==> src/rtl/input_sequencer.sv <==
// Two-channel prefetching read controller between the CPU IN1/IN2 ports and
// a registered, pointer-advanced input stream source.

module input_sequencer_chan #(
    parameter int unsigned DW  = 12,
    parameter int unsigned LEN = 16
) (
    input  logic          clk,
    input  logic          rst,
    input  logic          rd,
    input  logic [DW-1:0] src_data,
    output logic [DW-1:0] data,
    output logic          vld,
    output logic          eos,
    output logic          stall_c,
    output logic          adv_c
);
    localparam logic [7:0] LEN8 = 8'(LEN);
    localparam logic [8:0] LEN9 = 9'(LEN);

    typedef enum logic [1:0] {PRIME, READY, WAIT, DONE} state_t;

    state_t        state;
    logic [1:0]    occ;
    logic [7:0]    cnt;
    logic [DW-1:0] slot1;

    logic          pop;
    logic          capture;
    logic          last;
    logic          done_n;
    logic [1:0]    occ_n;
    logic [DW-1:0] head_n;
    logic [DW-1:0] slot1_n;

    // Mealy decode plus next FIFO contents; data register doubles as the FIFO head
    always_comb begin
        pop      = rd && (occ != 2'd0);
        capture  = (state == READY) && (cnt < LEN8) && ((occ != 2'd2) || pop);
        last     = ({1'b0, cnt} + 9'd1) >= LEN9;
        adv_c    = !rst && capture && !last;
        stall_c  = !rst && rd && !vld && !eos;
        done_n   = (state == DONE) || (capture && last) || ((state == PRIME) && (LEN8 == 8'd0));
        occ_n    = occ;
        head_n   = data;
        slot1_n  = slot1;
        if (pop && capture) begin
            if (occ == 2'd2) begin
                head_n  = slot1;
                slot1_n = src_data;
            end else begin
                head_n  = src_data;
            end
        end else if (pop) begin
            occ_n  = occ - 2'd1;
            head_n = (occ == 2'd2) ? slot1 : '0;
        end else if (capture) begin
            occ_n = occ + 2'd1;
            if (occ == 2'd0) head_n  = src_data;
            else             slot1_n = src_data;
        end
    end

    always_ff @(posedge clk) begin
        if (rst) begin
            state <= PRIME;
            occ   <= 2'd0;
            cnt   <= 8'd0;
            data  <= '0;
            slot1 <= '0;
            vld   <= 1'b0;
            eos   <= 1'b0;
        end else begin
            case (state)
                PRIME:   state <= (LEN8 == 8'd0) ? DONE : READY;
                READY:   if (capture) state <= last ? DONE : WAIT;
                WAIT:    state <= READY;
                default: state <= DONE;
            endcase
            if (capture) cnt <= cnt + 8'd1;
            occ   <= occ_n;
            data  <= head_n;
            slot1 <= slot1_n;
            vld   <= (occ_n != 2'd0);
            eos   <= done_n && (occ_n == 2'd0);
        end
    end
endmodule

module input_sequencer #(
    parameter int unsigned DW   = 12,
    parameter int unsigned LEN1 = 16,
    parameter int unsigned LEN2 = 9
) (
    input  logic          clk,
    input  logic          rst,
    input  logic          cpu_rd1,
    input  logic          cpu_rd2,
    output logic [DW-1:0] cpu_data1,
    output logic [DW-1:0] cpu_data2,
    output logic          cpu_vld1,
    output logic          cpu_vld2,
    output logic          cpu_eos1,
    output logic          cpu_eos2,
    output logic          stall,
    output logic          src_adv1,
    output logic          src_adv2,
    input  logic [DW-1:0] src_data1,
    input  logic [DW-1:0] src_data2
);
    logic stall1;
    logic stall2;

    input_sequencer_chan #(.DW(DW), .LEN(LEN1)) u_ch1 (
        .clk      (clk),
        .rst      (rst),
        .rd       (cpu_rd1),
        .src_data (src_data1),
        .data     (cpu_data1),
        .vld      (cpu_vld1),
        .eos      (cpu_eos1),
        .stall_c  (stall1),
        .adv_c    (src_adv1)
    );

    input_sequencer_chan #(.DW(DW), .LEN(LEN2)) u_ch2 (
        .clk      (clk),
        .rst      (rst),
        .rd       (cpu_rd2),
        .src_data (src_data2),
        .data     (cpu_data2),
        .vld      (cpu_vld2),
        .eos      (cpu_eos2),
        .stall_c  (stall2),
        .adv_c    (src_adv2)
    );

    assign stall = stall1 | stall2;
endmodule

==> config.mk <==
export PLATFORM = sky130hd
export DESIGN_NAME = input_sequencer
export DESIGN_NICKNAME = d
export VERILOG_FILES = /design/src/rtl/input_sequencer.sv
export SDC_FILE = /design/constraint.sdc
export NUM_CORES = 1
export LEC_CHECK = 0
export CORE_ASPECT_RATIO = 1.1
export CORE_MARGIN = 5
export CORE_UTILIZATION = 53
export CTS_CLUSTER_DIAMETER = 50
export DETAILED_ROUTE_END_ITERATION = 8
export HOLD_SLACK_MARGIN = 0.05
export PLACE_DENSITY = 0.87
export SLEW_MARGIN = 0
export SYNTH_ARGS = -nofsm -noshare
export SYNTH_HDL_FRONTEND = slang
export SYNTH_SLANG_ARGS = --single-unit
export TNS_END_PERCENT = 1
==> constraint.sdc <==
create_clock -name clk -period 3.45 [get_ports clk]
set_clock_uncertainty 0.15 [all_clocks]
set_input_delay 0.69 -clock clk [delete_from_list [all_inputs] [get_ports clk]]
set_output_delay 0.69 -clock clk [all_outputs]
set_load 0.01 [all_outputs]
==> results of run 1 <==
[logic make-up (layout without fill, tap and decap cells)]
family                   after synthesis  after routing
AO/OA/AOI/OAI                         77             77
buffers and inverters                 35             95
multiplexers                          15             15
XOR/XNOR                              11             11
flip-flops                            76             76
adder cells (fa/ha/maj)                8              8
AND/OR/NAND/NOR                      165            165
[power breakdown]
part | switching [W] | internal, W
sequential | 0.000126 | 0.00108
clock | 0.000325 | 0.000404
combinational | 0.000791 | 0.000672
[registers in the layout (all words and copies together), names as in the netlist]
name and flops:
u_ch1.cnt 8, u_ch1.data 12, u_ch1.eos 1, u_ch1.occ 2, u_ch1.slot1 12, u_ch1.state 2
u_ch1.vld 1, u_ch2.cnt 8, u_ch2.data 12, u_ch2.eos 1, u_ch2.occ 2, u_ch2.slot1 12
u_ch2.state 2, u_ch2.vld 1
[area by class of cell]
type,instances,area (sq um)
Clock inverter,6,88.8
Fill cell,489,1950
Timing Repair Buffer,68,646
Inverter,12,45.0
Multi-Input combinational cell,276,1750
Clock buffer,9,124
Tap cell,80,100
Sequential cell,76,1520
[synthesized netlist by cell type (all sizes together)]
cell / n
o21a: 1
or4b: 1
and2: 4
nand4: 2
a2111o: 1
o22ai: 12
o311ai: 1
ha: 8
xor2: 6
nand2: 48
or3: 2
a41oi: 1
o31ai: 2
nor3: 15
a211oi: 4
dfxtp: 76
or4: 1
a311oi: 3
clkbuf: 14
a31oi: 1
nand2b: 3
a21boi: 1
a21oi: 23
or2: 2
a22oi: 3
o2bb2ai: 1
buf: 9
mux2i: 15
inv: 12
o21ai: 5
and3: 2
nand3: 3
nor2: 69
o211a: 2
or3b: 2
o211ai: 1
a31o: 1
nor2b: 9
nor4: 2
xnor2: 5
a2111oi: 14
[placed cells by master, fill, tap and decap left out, types with 5 or more instances in the layout]
master           count
a21oi_1             23
clkdlybuf4s50_1     56
xor2_1               6
nor2b_1              9
nor2_1              69
ha_1                 8
o21ai_0              5
dfxtp_1             74
inv_1               12
o22ai_1             12
clkbuf_8             9
a2111oi_2           10
xnor2_1              5
nand2_1             48
nor3_1              13
mux2i_1             15
buf_4               10
[worst reg2reg max path: stages (launching register included)]
cell	delay, ns
dfxtp_1	0.31
or3_1	0.48
or2_1	0.39
nor3_4	0.69
mux2i_1	0.29
nor2_1	0.06
[metrics by stage]
| step | setup slack (ns) | cell area [sq um] |
|---|---|---|
| after CTS | 0.0310 | 4270 |
| final | 0.187 | 4280 |
| after detailed placement | 0.0530 | 4050 |
| after global placement | 0.122 | 4050 |
| after global routing | 0.0401 | 4280 |
| after floorplan | 0.502 | 3420 |
[repair_timing]
item | in CTS | in global routing
pin swaps | 1 | 3
gates cloned | 0 | 0
setup endpoints to repair | 1 | 1
resized for setup | 5 | 5
[metal layers]
metal	wire, um	up-vias
met3	520	14
met1	3370	1411
met2	4070	87
met5	0	-
met4	112	0
li1	-	1460
[worst max-delay path by stage]
stage,to,slack (ns),cells after the start
detailed placement,src_adv2,0.05,8
floorplan,src_adv2,0.50,7
global placement,src_adv2,0.12,8
CTS,src_adv2,0.03,8
finish,src_adv2,0.19,8
global route,src_adv2,0.04,8
==> flow_metrics.env, run 1 <==
export IMPL_status="finished clean"
export IMPL_crit_type="flip-flop to output port"
export IMPL_synth_top_family_by_area="simple AND/OR/NAND/NOR gates"
export IMPL_cp_top_family="simple AND/OR/NAND/NOR gates"
export IMPL_grt_pass1_vias=2971
export IMPL_diodes=0
export IMPL_reg2reg_depth=5
export IMPL_rsz0062_at_grt="no"
export IMPL_start_util_pct=54.9
export IMPL_cts_root_buffer="clkbuf_8"
export IMPL_slowest_delay_ns=0.40
export IMPL_cts_hold_fix_buffers=0
export IMPL_drt_total_wl_um=8070
export IMPL_peakVddDrop_mv=0.422
export IMPL_dp_cells=512
export IMPL_yosysTopAreaCell="dfxtp_1"
export IMPL_leakagePower_nw=1.61
export IMPL_synth_cell_types=53
export IMPL_synthAdderAreaFrac_pct=2.93
export IMPL_clock_latency_ns=0.34
export IMPL_min_path_cells=2
export IMPL_final_cells=527
export IMPL_h_tree_depth=3
export IMPL_min_to="u_ch2.slot1[3]"
export IMPL_synth_top_area_share_pct=44.5
export IMPL_worstMarginPinSlew_ns=0.786
export IMPL_drc_errors=0
export IMPL_maxCapViolCount=0
export IMPL_yosys_area_share_simple_pct=21.9
export IMPL_syn_instance_count=387
export IMPL_power_w=0.00340
export IMPL_synth_compound_area_share_pct=18.7
export IMPL_cp_cell_sequence="inv_1 -> ha_1 -> or3b_4 -> a2111o_1 -> o311ai_2 -> nand3_1 -> nor3_2 -> buf_2"
export IMPL_crit_path_start_kind="flip-flop"
export IMPL_avgRoutedWirePerCell_um=15.3
export IMPL_hold_violations=0
export IMPL_fin_crit_sh_pct=94.6
export IMPL_drive_gt1_share_pct=11.4
export IMPL_fin_nets=479
export IMPL_rr_startpoint="u_ch1.cnt[5]"
export IMPL_die_x_um=86.6
export IMPL_yosysWarnings=0
export IMPL_worstPathMaxFanout=3
export IMPL_fmax_ghz=0.306
export IMPL_worstPathRequired_ns=2.61
export IMPL_cts_path_max_buffers=2
export IMPL_core_sq_um=6230
export IMPL_setup_violations=0
export IMPL_drt_vias_per_instance=5.64
export IMPL_overflow=0
export IMPL_grt_max_degree=38
export IMPL_antenna_found_initial=0
export IMPL_max_slew_margin_pct=47.4
export IMPL_ant_nets=0
export IMPL_cts_buffers_inserted=9
export IMPL_slew_viol_final=0
export IMPL_synth_xor_xnor_area_share_pct=2.82
export IMPL_syn_nets=423
export IMPL_cts_tree="done"
export IMPL_yosys_top_cells_area="dfxtp_1 (45%), nor2_1 (7.6%), nand2_1 (5.3%), a2111oi_2 (4.4%), mux2i_1 (4.4%)"
export IMPL_muxShareOfSynthArea_pct=4.39
export IMPL_syn_to_final_growth_pct=25.1
export IMPL_met2_usage_pct=34.6
export IMPL_startpoint="u_ch2.cnt[0]"
export IMPL_synth_area_sq_um=3420
export IMPL_vias=2972
export IMPL_rows=30
export IMPL_gp_congestion=0.851
export IMPL_critPathBufInv=2
export IMPL_clkTransAtPathRegs_ns=0.07
export IMPL_whs_ns=0.304
export IMPL_drtPass1Iterations=4
export IMPL_io_pins=59
export IMPL_dpl_hpwl_um=5630
export IMPL_slowest_stage="or3b_4"
export IMPL_clkSinkCount=76
export IMPL_yosysSeqAreaShare_pct=44.5
export IMPL_die_area_sq_um=8160
export IMPL_p_per_area_nw_per_um2=795
export IMPL_arrival_ns=2.42
export IMPL_top_usage_layer="met2"
export IMPL_rr_endpoint="u_ch1.slot1[7]"
export IMPL_fin_util_pct=68.6
export IMPL_drt_iter0_drc=139
export IMPL_avgSynthCellArea_sq_um=8.83
export IMPL_cts_setup_buffers=0
export IMPL_endpoint_kind="output port"
export IMPL_grt_usage_pct=20.5
export IMPL_gr_usage_met1_pct=24.4
export IMPL_grt_pass1_wl_um=13300
export IMPL_synth_seq_cells=76
export IMPL_min_delay_path_class="flip-flop to flip-flop"
export IMPL_hold_path_startpoint="u_ch2.slot1[3]"
export IMPL_reg2reg_slack_ns=0.95
export IMPL_die_y_um=94.2
export IMPL_use_met3_pct=6.14
export IMPL_port_buffer_count=58
export IMPL_period_needed_ns=3.26
export IMPL_tns_ns=0
Power figures use the tool's default switching activity.
==> run 2: changes to the inputs <==
--- a/config.mk
+++ b/config.mk
@@ -5,7 +5,6 @@
 export SDC_FILE = /design/constraint.sdc
 export NUM_CORES = 1
 export LEC_CHECK = 0
-export CORE_ASPECT_RATIO = 1.1
 export CORE_MARGIN = 5
 export CORE_UTILIZATION = 53
 export CTS_CLUSTER_DIAMETER = 50
==> run 2 against run 1 <==
Via count fell by 1.8%; utilization shrank 0.98 points; sequential cell count is the same; final area down 0.12%; count of clock-buffer cells in the layout unchanged; register-to-register slack improved by 0.07 ns; cell count down 0.57%; critical path depth unchanged; global-route usage decreased by 1.8 points; wire length decreased by 5.4%; die area barely moved; maximum frequency fell by 0.85%; critical endpoint unchanged.
==> flow_metrics.env, run 2 (synthesis results as in run 1) <==
export IMPL_cts_buffers_inserted=9
export IMPL_max_slew_margin_pct=49.1
export IMPL_min_delay_path_class="flip-flop to flip-flop"
export IMPL_die_x_um=90.3
export IMPL_clkTransAtPathRegs_ns=0.08
export IMPL_hold_violations=0
export IMPL_power_w=0.00334
export IMPL_leakagePower_nw=1.60
export IMPL_h_tree_depth=3
export IMPL_cts_root_buffer="clkbuf_8"
export IMPL_drt_vias_per_instance=5.57
export IMPL_clock_latency_ns=0.35
export IMPL_port_buffer_count=58
export IMPL_antenna_found_initial=0
export IMPL_slew_viol_final=0
export IMPL_dpl_hpwl_um=5240
export IMPL_drive_gt1_share_pct=11.6
export IMPL_start_util_pct=54.1
export IMPL_gp_congestion=0.915
export IMPL_status="finished clean"
export IMPL_grt_pass1_vias=2715
export IMPL_fin_crit_sh_pct=95.4
export IMPL_drc_errors=0
export IMPL_fmax_ghz=0.304
export IMPL_syn_to_final_growth_pct=25.0
export IMPL_die_y_um=90.3
export IMPL_reg2reg_slack_ns=1.02
export IMPL_peakVddDrop_mv=0.425
export IMPL_grt_max_degree=51
export IMPL_drtPass1Iterations=4
export IMPL_core_sq_um=6310
export IMPL_vias=2919
export IMPL_cts_setup_buffers=0
export IMPL_fin_nets=478
export IMPL_drt_total_wl_um=7640
export IMPL_drt_iter0_drc=173
export IMPL_crit_path_start_kind="flip-flop"
export IMPL_fin_util_pct=67.7
export IMPL_avgRoutedWirePerCell_um=14.6
export IMPL_dpl_cell_area_sq_um=4040
export IMPL_rows=29
export IMPL_grt_usage_pct=18.7
export IMPL_endpoint_kind="output port"
export IMPL_final_cell_area_sq_um=4270
export IMPL_cts_path_max_buffers=2
export IMPL_diodes=0
export IMPL_crit_type="flip-flop to output port"
export IMPL_worstMarginPinSlew_ns=0.760
export IMPL_io_pins=59
export IMPL_arrival_ns=2.45
export IMPL_grt_pass1_wl_um=12800
export IMPL_maxCapViolCount=0
export IMPL_overflow=0
export IMPL_p_per_area_nw_per_um2=782
export IMPL_die_area_sq_um=8160
export IMPL_worstPathMaxFanout=3
export IMPL_tns_ns=0
export IMPL_period_needed_ns=3.29
export IMPL_final_common_cell="dfxtp_1"
export IMPL_worstPathRequired_ns=2.61
export IMPL_ant_nets=0
export IMPL_clkSinkCount=76
export IMPL_rsz0062_at_grt="no"
export IMPL_setup_violations=0
export IMPL_cts_tree="done"
export IMPL_mostFrequentLayoutCells="dfxtp_1 (74), nor2_1 (69), clkdlybuf4s50_1 (56)"
run 2: changes by cell type in the layout (fill, tap and decap cells not counted), sizes merged:
cell    delta
buf        -1
bufinv     -1
inv        +2
run 2: what timing repair did:
item / 4_1_cts / 5_1_grt
cloned: 0 / 0
resized for setup: 4 / 7
pin swaps: 1 / 4
endpoints found under the setup margin: 1 / 1
hold buffers: 0 / 0
endpoints found under the hold margin: 0 / 0
run 2: routing by layer:
layer	GRT usage (%)	share of wire, %	up-vias
met3	5.42	5.1	10
met4	6.95	1.4	0
met1	25.2	46	1368
met2	28.4	47	81
li1	-	-	1460
met5	0	0	-
run 2: final cells by class:
| type | instances | area [sq um] |
|---|---|---|
| Fill cell | 492 | 2040 |
| Multi-Input combinational cell | 276 | 1760 |
| Sequential cell | 76 | 1520 |
| Timing Repair Buffer | 67 | 638 |
| Clock buffer | 9 | 124 |
| Tap cell | 77 | 96.3 |
| Clock inverter | 7 | 82.6 |
| Inverter | 12 | 45.0 |
run 2: worst paths after layout:
check | to | cells after the start | startpoint
worst max-delay path | src_adv2 | 8 | u_ch2.cnt[1]
worst min-delay path | u_ch1.state[1] | 1 | u_ch1.state[0]
worst max register to register | u_ch1.slot1[9] | 5 | u_ch1.cnt[5]
worst min register to register | u_ch1.state[1] | 1 | u_ch1.state[0]
run 2: critical path, stage by stage (launching register included):
cell	delay, ns
dfxtp_2	0.34
inv_1	0.05
ha_1	0.30
or3b_2	0.47
a2111o_1	0.40
o311ai_4	0.11
nand3_2	0.10
nor3_2	0.18
buf_2	0.15
run 2: stage by stage:
stage | hold WS, ns | cells | setup slack [ns]
after CTS | 0.307 | 524 | 0.0191
final | 0.308 | 524 | 0.159
after floorplan | 0.279 | 387 | 0.502
after global placement | 0.288 | 508 | 0.120
after detailed placement | 0.294 | 508 | 0.0837
after global routing | 0.326 | 524 | 0.0119
run 2: where the power goes:
part           switching, W  internal, W  leakage [nW]
combinational      0.000771     0.000671         0.884
sequential         0.000125      0.00108         0.622
clock              0.000349     0.000345        0.0984
total               0.00124      0.00210          1.60
